[src/rtl/ebus_pkg.sv]
// Shared types and constants for the ebus arbiter and its clients.
// Holds the arbiter state encoding and the idle strobe pattern.
package ebus_pkg;

   typedef enum logic [2:0] {
      ST_CPU,
      ST_REQ,
      ST_GRANT,
      ST_DRAIN,
      ST_REL,
      ST_ABORT
   } state_t;

   typedef struct packed {
      logic rd_n;
      logic wr_n;
      logic mreq_n;
      logic iorq_n;
   } strobe_t;

   localparam strobe_t STROBE_IDLE = 4'b1111;

   localparam int ACK_TIMEOUT_DEF  = 64;
   localparam int DRAIN_CYCLES_DEF = 2;

endpackage

[src/rtl/phi_edge.sv]
// Edge detector for the CPU clock phi, sampled in the clk domain.
// Reusable by any ebus client that has to act on phi edges.
module phi_edge (
   input  logic clk,
   input  logic reset,
   input  logic phi,
   output logic phi_fall,
   output logic phi_rise
);

   logic phi_r_q;
   logic phi_r_d;

   always_comb begin
      phi_r_d = phi;
   end

   always_ff @(posedge clk) begin
      if (reset) begin
         phi_r_q <= 1'b0;
      end else begin
         phi_r_q <= phi_r_d;
      end
   end

   assign phi_fall = phi_r_q & ~phi;
   assign phi_rise = ~phi_r_q & phi;

endmodule

[src/rtl/ebus_arbiter.sv]
// Hands the Z80 expansion bus between the external CPU and the SPI bus
// master using the BUSREQ/BUSACK handshake, stepping on phi falling edges.
module ebus_arbiter
   import ebus_pkg::*;
#(
   parameter int ACK_TIMEOUT  = ACK_TIMEOUT_DEF,
   parameter int DRAIN_CYCLES = DRAIN_CYCLES_DEF
) (
   input  logic        clk,
   input  logic        reset,
   input  logic        ebus_phi,
   input  logic        ebus_busack_n,
   output logic        ebus_busreq_n,
   output logic        ebus_oe,
   output logic [15:0] ebus_a,
   output logic [7:0]  ebus_wrdata,
   output logic        ebus_wrdata_en,
   output logic        ebus_rd_n,
   output logic        ebus_wr_n,
   output logic        ebus_mreq_n,
   output logic        ebus_iorq_n,
   input  logic        spibm_busreq,
   input  logic [15:0] spibm_a,
   input  logic [7:0]  spibm_wrdata,
   input  logic        spibm_wrdata_en,
   input  logic        spibm_rd_n,
   input  logic        spibm_wr_n,
   input  logic        spibm_mreq_n,
   input  logic        spibm_iorq_n,
   output logic        spibm_granted,
   output logic        ack_timeout
);

   localparam int TW = $clog2(ACK_TIMEOUT + 1);
   localparam int DW = $clog2(DRAIN_CYCLES + 1);
   localparam logic [TW-1:0] TMO_LAST = TW'(ACK_TIMEOUT - 1);
   localparam logic [DW-1:0] DRN_LAST = DW'(DRAIN_CYCLES - 1);

   logic phi_fall;
   logic phi_rise_unused;

   phi_edge u_phi_edge (
      .clk      (clk),
      .reset    (reset),
      .phi      (ebus_phi),
      .phi_fall (phi_fall),
      .phi_rise (phi_rise_unused)
   );

   state_t        state_q, state_d;
   logic          busreq_n_q, busreq_n_d;
   logic          oe_q, oe_d;
   logic          granted_q, granted_d;
   logic          ack_timeout_q, ack_timeout_d;
   logic [TW-1:0] tmo_cnt_q, tmo_cnt_d;
   logic [DW-1:0] drn_cnt_q, drn_cnt_d;
   logic [15:0]   a_q, a_d;
   logic [7:0]    wrdata_q, wrdata_d;
   logic          wrdata_en_q, wrdata_en_d;
   strobe_t       strb_q, strb_d;
   strobe_t       spibm_strb;
   logic          grant_nxt;

   assign spibm_strb = '{
      rd_n:   spibm_rd_n,
      wr_n:   spibm_wr_n,
      mreq_n: spibm_mreq_n,
      iorq_n: spibm_iorq_n
   };

   always_comb begin
      state_d       = state_q;
      busreq_n_d    = busreq_n_q;
      oe_d          = oe_q;
      granted_d     = granted_q;
      ack_timeout_d = ack_timeout_q;
      tmo_cnt_d     = tmo_cnt_q;
      drn_cnt_d     = drn_cnt_q;
      if (phi_fall) begin
         unique case (state_q)
            ST_CPU: begin
               if (spibm_busreq) begin
                  state_d    = ST_REQ;
                  busreq_n_d = 1'b0;
                  tmo_cnt_d  = '0;
               end
            end
            ST_REQ: begin
               // withdrawal beats ACK, ACK beats the timeout
               if (!spibm_busreq) begin
                  state_d    = ST_CPU;
                  busreq_n_d = 1'b1;
               end else if (!ebus_busack_n) begin
                  state_d       = ST_GRANT;
                  granted_d     = 1'b1;
                  oe_d          = 1'b1;
                  ack_timeout_d = 1'b0;
               end else if (tmo_cnt_q == TMO_LAST) begin
                  state_d       = ST_ABORT;
                  ack_timeout_d = 1'b1;
                  busreq_n_d    = 1'b1;
               end else if (tmo_cnt_q != '1) begin
                  tmo_cnt_d = tmo_cnt_q + TW'(1);
               end
            end
            ST_GRANT: begin
               if (!spibm_busreq) begin
                  state_d   = ST_DRAIN;
                  drn_cnt_d = '0;
               end
            end
            ST_DRAIN: begin
               if (drn_cnt_q == DRN_LAST) begin
                  state_d    = ST_REL;
                  busreq_n_d = 1'b1;
                  oe_d       = 1'b0;
                  granted_d  = 1'b0;
               end else if (drn_cnt_q != '1) begin
                  drn_cnt_d = drn_cnt_q + DW'(1);
               end
            end
            ST_REL: begin
               if (ebus_busack_n) begin
                  state_d = ST_CPU;
               end
            end
            ST_ABORT: begin
               if (!spibm_busreq) begin
                  state_d = ST_CPU;
               end
            end
            default: begin
               state_d = ST_CPU;
            end
         endcase
      end
   end

   // Pins follow spibm only while granted; idle strobes from the hand-over edge on
   always_comb begin
      grant_nxt   = (state_d == ST_GRANT);
      a_d         = a_q;
      wrdata_d    = wrdata_q;
      wrdata_en_d = 1'b0;
      strb_d      = STROBE_IDLE;
      if (grant_nxt) begin
         a_d         = spibm_a;
         wrdata_d    = spibm_wrdata;
         wrdata_en_d = spibm_wrdata_en;
         strb_d      = spibm_strb;
      end
   end

   always_ff @(posedge clk) begin
      if (reset) begin
         state_q       <= ST_CPU;
         busreq_n_q    <= 1'b1;
         oe_q          <= 1'b0;
         granted_q     <= 1'b0;
         ack_timeout_q <= 1'b0;
         tmo_cnt_q     <= '0;
         drn_cnt_q     <= '0;
         a_q           <= '0;
         wrdata_q      <= '0;
         wrdata_en_q   <= 1'b0;
         strb_q        <= STROBE_IDLE;
      end else begin
         state_q       <= state_d;
         busreq_n_q    <= busreq_n_d;
         oe_q          <= oe_d;
         granted_q     <= granted_d;
         ack_timeout_q <= ack_timeout_d;
         tmo_cnt_q     <= tmo_cnt_d;
         drn_cnt_q     <= drn_cnt_d;
         a_q           <= a_d;
         wrdata_q      <= wrdata_d;
         wrdata_en_q   <= wrdata_en_d;
         strb_q        <= strb_d;
      end
   end

   assign ebus_busreq_n  = busreq_n_q;
   assign ebus_oe        = oe_q;
   assign ebus_a         = a_q;
   assign ebus_wrdata    = wrdata_q;
   assign ebus_wrdata_en = wrdata_en_q;
   assign ebus_rd_n      = strb_q.rd_n;
   assign ebus_wr_n      = strb_q.wr_n;
   assign ebus_mreq_n    = strb_q.mreq_n;
   assign ebus_iorq_n    = strb_q.iorq_n;
   assign spibm_granted  = granted_q;
   assign ack_timeout    = ack_timeout_q;

endmodule

[config.mk]
export PLATFORM = sky130hd
export DESIGN_NAME = ebus_arbiter
export DESIGN_NICKNAME = d
export VERILOG_FILES = /design/src/rtl/ebus_pkg.sv /design/src/rtl/phi_edge.sv /design/src/rtl/ebus_arbiter.sv
export SDC_FILE = /design/constraint.sdc
export NUM_CORES = 1
export LEC_CHECK = 0
export BUFFER_PORTS_ARGS = -buffer_cell sky130_fd_sc_hd__buf_2
export CORE_ASPECT_RATIO = 0.6
export CORE_MARGIN = 3
export CORE_UTILIZATION = 35
export CTS_BUF_LIST = sky130_fd_sc_hd__clkbuf_8
export DETAILED_ROUTE_END_ITERATION = 12
export PLACE_DENSITY = 0.63
export RECOVER_POWER = 25
export SLEW_MARGIN = 20
export SYNTH_ARGS = -nofsm -noshare
export SYNTH_HDL_FRONTEND = slang
export SYNTH_SLANG_ARGS = --single-unit
[constraint.sdc]
create_clock -name clk -period 2.7 [get_ports clk]
set_input_delay 0.81 -clock clk [delete_from_list [all_inputs] [get_ports clk]]
set_output_delay 0.81 -clock clk [all_outputs]
set_load 0.05 [all_outputs]
# After elaboration in Yosys (flattened, before gate mapping)
# Index checks and enable logic that the tools add are counted.
# W data, S select, Z words.
[op_classes]
reduce_logical = 11
bitwise_logic = 3
n_mux = 31
eq_ne = 23
n_addsub = 2
[ops]
columns = ["op", "count"]
rows = [
  ["$mux W7", 5],
  ["$mux W3", 9],
  ["$ne A2 B2 Y1 const B", 11],
  ["$pmux W3 S6", 1],
  ["$pmux W7 S2", 1],
  ["$reduce_and A5 Y1", 2],
  ["$eq A3 B2 Y1 const B", 3],
  ["$mux W1", 9],
  ["$add A7 B1 Y7 const B", 1],
  ["$eq A7 B6 Y1 const B", 1],
  ["$ne A7 B7 Y1 const B", 1],
  ["$reduce_and A7 Y1", 1],
  ["$eq A3 B3 Y1 const B", 2],
  ["$mux W2", 3],
  ["$ne A3 B3 Y1 const B", 2],
  ["$reduce_and A6 Y1", 1],
  ["$reduce_bool A2 Y1", 3],
  ["$pmux W2 S2", 1],
  ["$reduce_and A4 Y1", 1],
  ["$eq A3 B1 Y1 const B", 1],
  ["$logic_not A3 Y1", 1],
  ["$pmux W1 S3", 1],
  ["$reduce_bool A3 Y1", 1],
  ["$add A2 B1 Y2 const B", 1],
  ["6 further kinds", 7],
]
[totals]
in_bits = 34
regBits = 45
word_cells = 84

# Logic depth before layout (Yosys ltp)
# Gate-level depths: netlist of run 1.
[logic_depth]
depth_word = 9
mapped_depth = 9
depth_no_buf = 7

# Modules after synthesis
# Synthesis of run 1 repeated with hierarchy kept, for this count alone.
[hier_totals]
cells_unflattened = 230
hier_area_um2 = 2138.3
[modules_own_cells]
columns = ["module", "n_inst", "area_per_inst_um2", "cells_per_inst"]
rows = [
  ["ebus_arbiter", 1, 2099.5, 226],
  ["phi_edge", 1, 38.8, 4],
]

# Least setup slack after synthesis of run 1
# OpenSTA, ideal clock, no wires.
[synth_timing]
path_kind = "input to register"
from = "input ebus_phi"
to = "register strb_q (netlist bit ebus_mreq_n)"
slack_ns = 0.563
setup_ns = 0.127
cell_stages = 6
t_arrival_ns = 2.010
path_buffers = 1
cell_sequence = "nand2b_1 > a31oi_1 > o21ai_2 > a211oi_2 > buf_6 > or3b_1"
[synth_via]
elab_chain_len = 6
[synth_rtl]
columns = ["element", "line", "rtl"]
rows = [
  ["from (decl)", "ebus_arbiter.sv:11", "input logic ebus_phi,"],
  ["$not A1 Y1", "phi_edge.sv:26", "assign phi_fall = phi_r_q & ~phi;"],
  ["$and A1 B1 Y1", "phi_edge.sv:26", ""],
  ["$mux W3", "ebus_arbiter.sv:79", "if (phi_fall) begin"],
  ["$eq A3 B2 Y1", "ebus_arbiter.sv:141", "grant_nxt = (state_d == ST_GRANT);"],
  ["$not A1 Y1 (no source line)", "n/a", ""],
  ["$reduce_or A2 Y1 (no source line)", "n/a", ""],
  ["to (signal assigned)", "ebus_arbiter.sv:178", "strb_q <= strb_d;"],
  ["to (decl)", "ebus_arbiter.sv:60", "strobe_t strb_q, strb_d;"],
]
# Every way passes these cells.
# A chain may end at the register's enable or synchronous reset.

# Worst setup path in the final report of run 1
[layout_timing]
from = "input spibm_busreq"
to = "register wrdata_q[7], in the netlist ebus_wrdata[7]"
[layout_via]
elab_chain_len = 4
elab_cells_between_ends = 7
[layout_rtl]
columns = ["element", "line", "rtl"]
rows = [
  ["from (decl)", "ebus_arbiter.sv:22", "input logic spibm_busreq,"],
  ["$mux W3, on equally long branches", "n/a", ""],
  ["$pmux W3 S6 (*)", "ebus_arbiter.sv:80", "unique case (state_q)"],
  ["$mux W3 (*)", "ebus_arbiter.sv:79", ""],
  ["$eq A3 B2 Y1 (*)", "ebus_arbiter.sv:141", ""],
  ["to (signal assigned)", "ebus_arbiter.sv:176", "wrdata_q <= wrdata_d;"],
  ["to (decl)", "ebus_arbiter.sv:58", "logic [7:0] wrdata_q, wrdata_d;"],
]
# Mark *: on every way between the ends. The rest lies on a longest branch, timed or not.

==> impl_metrics.tcl, run 1 <==
set metrics [dict create \
    status "completed" \
    clk_latency_ps 290 \
    drt-total-wl_um 4550 \
    postCtsSetupBuffers 0 \
    layout-drive-gt1-share_pct 22.3 \
    synth_common_cells "49 x nand2b_1, 45 x dfxtp_1, 25 x mux2i_1" \
    synth_cell_types 44 \
    drv_cap 0 \
    relSlewSlack_pct 28.6 \
    vdd_drop_max_uv 201 \
    fin_setup_tns_ps 0 \
    min_period_ps 2100 \
    cts_root_buf "clkbuf_8" \
    cp_max_fo 25 \
    synth_area_mm2 0.00216 \
    worst_path_max_delay_cell "a211oi_4" \
    vias_per_cell 4.68 \
    cp_slowest_stage_delay_ps 340 \
    multiInputGateArea_mm2 0.00112 \
    synth_fa_ha_area_share_pct 1.74 \
    dieArea_mm2 0.00717 \
    cts_buffers 5 \
    antenna_found_initial 0 \
    num_vias 1693 \
    syn_inst 222 \
    finalClockSkew_ps 7.61 \
    rsz0062_at_grt "no" \
    die_y_um 66.8 \
    grt_pass1_wl_um 7530 \
    die_w_um 107 \
    yosys.cell_count.top_type "nand2b_1" \
    synth_nets 259 \
    dr.pass1.iters 4 \
    clk_pin_slew_worst_paths_ps 80 \
    seq_area_um2 901 \
    synth_area_per_cell_um2 9.72 \
    max_freq_mhz 476 \
    synthArstFlopShare_pct 0 \
    clock_sinks 45 \
    start_util_pct 37.5 \
    required_ps 2910 \
    synth_edf_count 0 \
    core-area_mm2 0.00575 \
    slew_viol_final 0 \
    final_nets 319 \
    leakagePower_nw 0.992 \
    ys_seq_area_share_pct 41.8 \
    startpoint "spibm_busreq" \
    area_growth_pct 20.0 \
    power_density_mw_per_mm2 499 \
    yosys.area_share.xor_xnor_pct 2.03 \
    synthMuxAreaShare_pct 11.6 \
    cts.path.max_buffers 2 \
    grt_overflow 0 \
    criticalPathCategory "in -> reg" \
    period_share_pct 77.8 \
    dp.cells 355 \
    synth_top_flop_cell "dfxtp_1" \
    ios 67 \
    synth_top_family_by_area "simple AND/OR/NAND/NOR gates" \
    instances_no_fill 362 \
    fin_util_pct 45.0 \
    wl_per_cell_um 12.6 \
    place_congestion 0.810 \
    synth_compound_area_share_pct 10.6 \
    cp-start-kind "primary input" \
    drcViolationCount 0 \
    ys_warn_count 0 \
    grt_max_degree 35 \
    synth_area_leaders "dfxtp_1 42%, nand2b_1 14%, mux2i_1 12%" \
    cp.arrival_ps 2310 \
    postRouteAntennaNets 0 \
    rows 21 \
    tightest_slew_ps 1070 \
    grtUsageTotal_pct 12.8 \
    ys_ff_latch 45 \
    cts_hold_buf 0 \
    diodes 0 \
    post_cts_resized 0 \
    synth-simple-area-share_pct 26.0 \
    yosysTopAreaCellShare_pct 41.8 \
    finalHoldViolations 0 \
    hold_class "reg -> reg" \
    setup_violations 0 \
    crit_chain "buf_2 > nor2b_1 > a31oi_1 > o21ai_2 > a211oi_4 > buf_12 > mux2i_1" \
    h-tree-depth 2 \
    critPathCaptureType "flip-flop" \
    timing.rr.start "drn_cnt_q[0]$_SDFFE_PP0P_" \
    yosys.area.top_type "dfxtp_1" \
    numPortBuffers 66 \
    fillCellCount 563 \
    hold_path.startpoint "tmo_cnt_q[6]$_SDFFE_PP0P_" \
    grt_pass1_vias 1631 \
    hpwl_um 3370 \
    drt-initial-drc-count 56 \
    cts_tree "built" \
]
-- sequential cells by signal, indices dropped and copies added (netlist names) --
name                cells
ebus_mreq_n             1
ack_timeout             1
ebus_rd_n               1
state_q                 3
tmo_cnt_q               7
ebus_wr_n               1
ebus_wrdata             8
ebus_busreq_n           1
ebus_iorq_n             1
ebus_wrdata_en          1
u_phi_edge.phi_r_q      1
drn_cnt_q               2
ebus_a                 16
spibm_granted           1
-- kinds of logic after synthesis --
group,count (synthesis)
AOI/OAI and AO/OA,32
xor gates and xnor gates,5
adders and majority gates,3
buffers and inverters,21
DFF,45
muxes,25
and+or+nand+nor,91
-- final cells by class --
type / count / share of cell area (%)
Timing Repair Buffer: 68 / 13.1
Multi-Input combinational cell: 156 / 43.3
Tap cell: 80 / 3.87
Clock buffer: 5 / 2.66
Clock inverter: 2 / 1.35
Inverter: 6 / 0.870
Sequential cell: 45 / 34.8
-- layer usage --
metal	routed length, µm	track usage, %	vias up
li1	-	-	879
met1	2280	18.0	763
met2	1950	19.6	49
met3	311	3.87	2
met4	19	2.36	0
met5	0	0	-
-- placed cells by master (no fill, tap or decap), types with 2 or more instances in the layout --
cell type	instances
a31oi_1	5
inv_1	6
nand2b_1	50
clkbuf_1	15
a21oi_1	5
clkbuf_8	5
mux2i_1	25
ha_1	3
nand2_1	5
buf_2	51
xnor2_1	4
nor2b_1	5
or3b_1	4
nand3b_1	2
a211oi_1	3
nor4_1	2
and3b_1	2
nor2_1	12
o211ai_1	2
o21ai_0	4
a311oi_1	2
dfxtp_1	45
nand3_1	2
nor3_1	2
-- worst max-delay path: cells and delay by family --
family                 cells  cell delay [ps]
AND/OR/NAND/NOR            1              180
multiplexers               1              220
AO/OA/AOI/OAI              3              700
buffers and inverters      2              370
-- power by group --
part / internal, mW / total (mW) / switching [mW]
Clock: 0.269 / 0.480 / 0.211
Combinational: 0.0544 / 0.129 / 0.0744
Sequential: 0.672 / 0.682 / 0.00930
-- per-stage QoR --
stage                     worst slack, ps  hold slack [ps]  power (mW)  cell area [µm²]
after floorplan                       563              422       0.787             2160
after global placement                346              436       0.827             2510
after detailed placement              273              444       0.828             2510
after CTS                             575              456        1.31             2610
after global routing                  474              471        1.35             2590
final                                 598              452        1.29             2590
-- worst paths after layout --
kind / endpoint / slack [ps] / cells past startpoint
worst max-delay path: ebus_wrdata[7]$_SDFFE_PP0N_ / 600 / 7
worst min-delay path: tmo_cnt_q[6]$_SDFFE_PP0P_ / 450 / 2
worst max register to register: ebus_wrdata[7]$_SDFFE_PP0N_ / 600 / 7
worst min register to register: tmo_cnt_q[6]$_SDFFE_PP0P_ / 450 / 2
Note: power is estimated with default switching activity, not from simulation.
==> run 2, diff against run 1 <==
==> constraint.sdc (replaced) <==
create_clock -name clk -period 2.1 [get_ports clk]
set_input_delay 0.63 -clock clk [delete_from_list [all_inputs] [get_ports clk]]
set_output_delay 0.63 -clock clk [all_outputs]
set_load 0.05 [all_outputs]
==> run 2 against run 1 <==
Compared with the run above:
- die area did not move
- non-clock buffer count increased by 19
- clock power grew 31%
- setup slack got worse by 540 ps
- sequential power up 28%
- power up 32%
- utilization is 3.5 points higher
- clock skew is 0.94 ps higher
- critical path type is now reg -> reg
- critical endpoint is now ebus_wr_n$_SDFF_PP1_
==> impl_metrics.tcl, run 2 (synthesis gave the netlist of run 1 again) <==
set metrics [dict create \
    dieArea_mm2 0.00717 \
    clock_sinks 45 \
    vias_per_cell 4.60 \
    cp.arrival_ps 2220 \
    critPathCaptureType "flip-flop" \
    worst_path_max_delay_cell "dfxtp_1" \
    period_share_pct 97.2 \
    cts_tree "built" \
    tightest_slew_ps 851 \
    largest_reg_flops 16 \
    power_density_mw_per_mm2 611 \
    fillCellCount 557 \
    power_mw 1.70 \
    diodes 0 \
    start_util_pct 37.5 \
    fin_util_pct 48.4 \
    h-tree-depth 2 \
    drt-total-wl_um 4790 \
    hold_class "reg -> reg" \
    cts_buffers 5 \
    min_period_ps 2040 \
    grt_max_degree 24 \
    num_vias 1753 \
    reg2reg_to "ebus_wr_n$_SDFF_PP1_" \
    drcViolationCount 0 \
    die_y_um 66.8 \
    finalClockSkew_ps 8.55 \
    dr.pass1.iters 4 \
    area_growth_pct 29.2 \
    crit_family "compound AO/OA/AOI/OAI gates" \
    final.setup.worst_slack_ps 59.4 \
    r2r_slack_ps 60 \
    finalHoldViolations 0 \
    grt_overflow 0 \
    startpoint "drn_cnt_q[1]$_SDFFE_PP0P_" \
    antenna_found_initial 0 \
    criticalPathCategory "reg -> reg" \
    hpwl_um 3450 \
    layout_commonest_cell "buf_2" \
    final_nets 338 \
    numPortBuffers 66 \
    ios 67 \
    wl_per_cell_um 12.6 \
    clk_latency_ps 290 \
    whs_endpoint "tmo_cnt_q[6]$_SDFFE_PP0P_" \
    required_ps 2270 \
    grt_pass1_wl_um 7590 \
    cts.path.max_buffers 2 \
    rows 21 \
    crit_chain "inv_1 > ha_1 > buf_4 > o22ai_2 > a31oi_2 > a211oi_4 > buf_12 > or3b_1" \
    vdd_drop_max_uv 350 \
    die_w_um 107 \
    grtUsageTotal_pct 13.2 \
    setup_violations 0 \
    leakagePower_nw 1.12 \
    critical_path_buf_inv_count 3 \
    cts_root_buf "clkbuf_8" \
    hold_path.startpoint "tmo_cnt_q[6]$_SDFFE_PP0P_" \
    core-area_mm2 0.00575 \
    postRouteAntennaNets 0 \
    cp-start-kind "flip-flop" \
    r2r_cells 8 \
    relSlewSlack_pct 43.3 \
    cp_slowest_stage_delay_ps 360 \
    max_freq_mhz 490 \
    grt_pass1_vias 1653 \
    place_congestion 0.760 \
    holdWs_ps 459 \
    status "completed" \
    slew_viol_final 0 \
    layout-drive-gt1-share_pct 30.9 \
    drt-initial-drc-count 53 \
    timing.rr.start "drn_cnt_q[1]$_SDFFE_PP0P_" \
    pre_cts_ws_ps -78.2 \
    min_path_cells 2 \
    drv_cap 0 \
    final_cell_mix "59 x buf_2, 49 x nand2b_1, 45 x dfxtp_1" \
    cp_max_fo 7 \
    clk_pin_slew_worst_paths_ps 90 \
]
## run 2: per-stage QoR
stage | setup TNS, ps | area, µm² | std cells
2_1_floorplan | 0 | 2160 | 222
3_3_place_gp | -1360 | 2640 | 372
3_5_place_dp | -1220 | 2640 | 372
4_1_cts | 0 | 2740 | 379
5_1_grt | -328 | 2790 | 381
6_report | 0 | 2790 | 381
## run 2: report_power, final
| group | switching [mW] | internal, mW | leakage (nW) |
|---|---|---|---|
| registers | 0.00933 | 0.864 | 0.363 |
| logic | 0.105 | 0.0916 | 0.704 |
| clock network | 0.285 | 0.346 | 0.0540 |
| total | 0.400 | 1.30 | 1.12 |
## run 2: how the worst max path moves through the flow
stage	endpoint	cells after the start
floorplan	ebus_mreq_n$_SDFF_PP1_	6
global placement	ebus_a[3]$_SDFFE_PP0N_	8
detailed placement	ebus_a[2]$_SDFFE_PP0N_	8
CTS	ebus_a[2]$_SDFFE_PP0N_	8
global route	ebus_wr_n$_SDFF_PP1_	8
finish	ebus_wr_n$_SDFF_PP1_	8
## run 2: worst reg2reg max path, stage by stage, from the launching register on
cell and delay, ps:
dfxtp_1 360, inv_1 50, ha_1 210, buf_4 160
o22ai_2 190, a31oi_2 170, a211oi_4 290, buf_12 160
or3b_1 330
## run 2: layer usage
metal | global-route usage (%) | routed length (µm)
met1 | 18.3 | 2510
met2 | 19.9 | 2020
met3 | 4.16 | 214
met4 | 2.99 | 46
met5 | 0 | 0
## run 2: area by class of cell
| type | instances | area (µm²) | area share, % |
|---|---|---|---|
| timing repair buffer | 87 | 518 | 18.6 |
| clock buffer | 5 | 68.8 | 2.47 |
| inverter | 6 | 22.5 | 0.808 |
| tap | 80 | 100 | 3.59 |
| sequential | 45 | 901 | 32.3 |
| multi-input combinational | 156 | 1140 | 41.0 |
| clock inverter | 2 | 35.0 | 1.26 |
## run 2: repair_timing
action,4_1_cts,5_1_grt
hold buffers,0,0
resized for setup,0,2
endpoints found under the setup margin,0,26
setup buffers,0,1
==> run 3, diff against run 2 <==
==> constraint.sdc (replaced) <==
create_clock -name clk -period 2.1 [get_ports clk]
set_input_delay 0.63 -clock clk [delete_from_list [all_inputs] [get_ports clk]]
set_output_delay 0.63 -clock clk [all_outputs]
set_load 0.01 [all_outputs]
==> run 3 against run 2 <==
Compared with the run above:
- clock skew hardly changed
- critical path depth stayed put
- sequential power hardly changed
- non-clock buffer count stayed put
- via count is 0.80% higher
- power is 1.6% lower
- register-to-register slack hardly changed
- utilization is 0.20 points lower
- combinational power is 14% lower
- die area stayed put
- first-iteration DRC count is 3.8% higher
- count of clock-buffer cells in the layout stayed put
- critical path type unchanged
==> impl_metrics.tcl, run 3 (synthesis gave the netlist of run 1 again) <==
set metrics [dict create \
    hold_class "reg -> reg" \
    status "completed" \
    min_path_cells 2 \
    p_int_mw 1.30 \
    core-area_mm2 0.00575 \
    reg2reg_to "ebus_wr_n$_SDFF_PP1_" \
    dieArea_mm2 0.00717 \
    cts_root_buf "clkbuf_8" \
    layout-drive-gt1-share_pct 27.2 \
    drt-total-wl_um 4790 \
    wl_per_cell_um 12.6 \
    start_util_pct 37.5 \
    cts_hold_buf 0 \
    diodes 0 \
    place_congestion 0.760 \
    cp-start-kind "flip-flop" \
    grt_pass1_vias 1653 \
    grt_pass1_wl_um 7590 \
    cts.path.max_buffers 2 \
    cts_buffers 5 \
    cp_max_fo 7 \
    relSlewSlack_pct 43.5 \
    highest_layer "met4" \
    slew_viol_final 0 \
    finalClockSkew_ps 8.22 \
    vias_per_cell 4.64 \
    pre_cts_ws_ps -78.2 \
    area_growth_pct 28.7 \
    clk_pin_slew_worst_paths_ps 90 \
    route.met2.wl_um 2030 \
    worst_path_max_delay_cell "dfxtp_1" \
    drt-initial-drc-count 55 \
    grtUsageTotal_pct 13.2 \
    tightest_slew_ps 848 \
    seq_area_um2 901 \
    crit_chain "inv_1 > ha_1 > buf_4 > o22ai_2 > a31oi_2 > a211oi_4 > buf_12 > or3b_1" \
    grt_max_degree 24 \
    min_period_ps 2040 \
    combPwrFrac_pct 10.2 \
    p_clk_share_pct 37.7 \
    die_y_um 66.8 \
    fillCellCount 558 \
    wl_met3_um 237 \
    hpwl_um 3450 \
    antenna_found_initial 0 \
    drv_cap 0 \
    clk_latency_ps 290 \
    leakagePower_nw 1.08 \
    cts_tree "built" \
    die_w_um 107 \
    criticalPathCategory "reg -> reg" \
    r2r_cells 8 \
    max_freq_mhz 491 \
    dr.pass1.iters 4 \
    drcViolationCount 0 \
    required_ps 2280 \
    critPathCaptureType "flip-flop" \
    power_density_mw_per_mm2 604 \
    period_share_pct 97.1 \
    num_vias 1767 \
    seq_power_share_pct 52.2 \
    largest_reg_flops 16 \
    layout_commonest_cell "nand2b_1" \
    finalHoldViolations 0 \
    fin_util_pct 48.2 \
    whs_endpoint "tmo_cnt_q[6]$_SDFFE_PP0P_" \
    fin_setup_tns_ps 0 \
    multiInputGateArea_mm2 0.00114 \
    vdd_drop_max_uv 349 \
    rows 21 \
    r2r_slack_ps 60 \
    cp_slowest_stage_delay_ps 360 \
    p_switching_mw 0.373 \
    final_nets 338 \
    ios 67 \
    postRouteAntennaNets 0 \
    clock_sinks 45 \
    setup_violations 0 \
    met1_length_um 2480 \
    hold_path.startpoint "tmo_cnt_q[6]$_SDFFE_PP0P_" \
    power_switching_share_pct 22.3 \
    numPortBuffers 66 \
    final.setup.worst_slack_ps 61.3 \
    final_cell_mix "49 x nand2b_1, 47 x buf_2, 45 x dfxtp_1" \
    h-tree-depth 2 \
    cp.arrival_ps 2210 \
    timing.rr.start "drn_cnt_q[1]$_SDFFE_PP0P_" \
    grt_overflow 0 \
]
==> run 3: critical path: cells and delay by family, from the launching register on <==
kind            cells  cell delay (ps)
simple gates        1              330
flops               1              360
buf+inv             3              370
fa+ha+maj           1              210
compound gates      3              650
==> run 3: routing by layer <==
metal	global-route usage (%)	up-vias
li1	-	911
met1	18.3	818
met2	19.9	34
met3	4.16	4
met4	2.99	0
met5	0	-
==> run 3: how the worst max path moves through the flow <==
stage / startpoint / to / slack, ps / cells past startpoint
2_1_floorplan: ebus_phi / ebus_mreq_n$_SDFF_PP1_ / 140 / 6
3_3_place_gp: spibm_busreq / ebus_a[3]$_SDFFE_PP0N_ / -60 / 8
3_5_place_dp: spibm_busreq / ebus_a[2]$_SDFFE_PP0N_ / -80 / 8
4_1_cts: drn_cnt_q[1]$_SDFFE_PP0P_ / ebus_a[2]$_SDFFE_PP0N_ / 50 / 8
5_1_grt: drn_cnt_q[1]$_SDFFE_PP0P_ / ebus_wr_n$_SDFF_PP1_ / -50 / 8
6_report: drn_cnt_q[1]$_SDFFE_PP0P_ / ebus_wr_n$_SDFF_PP1_ / 60 / 8
==> run 3: power by group through the flow <==
stage | clock network, mW | registers, mW | logic [mW]
floorplan | 0 | 0.894 | 0.0913
global placement | 0 | 0.893 | 0.163
detailed placement | 0 | 0.893 | 0.164
CTS | 0.655 | 0.874 | 0.165
global route | 0.698 | 0.876 | 0.189
finish | 0.631 | 0.874 | 0.170
==> run 3: repair_timing <==
item                                    4_1_cts  5_1_grt
setup buffers                                 0        1
endpoints found under the setup margin        0       26
resized for setup                             0        2
==> run 3: final cells by class <==
cell class | instances | area share, %
multi-input combinational | 156 | 41.1
timing repair buffer | 87 | 18.3
clock buffer | 5 | 2.48
clock inverter | 2 | 1.26
tap | 80 | 3.61
inverter | 6 | 0.812
sequential | 45 | 32.5
==> run 3: metrics by stage <==
stage                     cell area (µm²)  power (mW)  hold WS, ps  cells
after floorplan                      2160       0.986          422    222
after global placement               2640        1.06          450    372
after detailed placement             2640        1.06          451    372
after CTS                            2740        1.69          463    379
after global routing                 2780        1.76          494    381
final                                2780        1.68          459    381
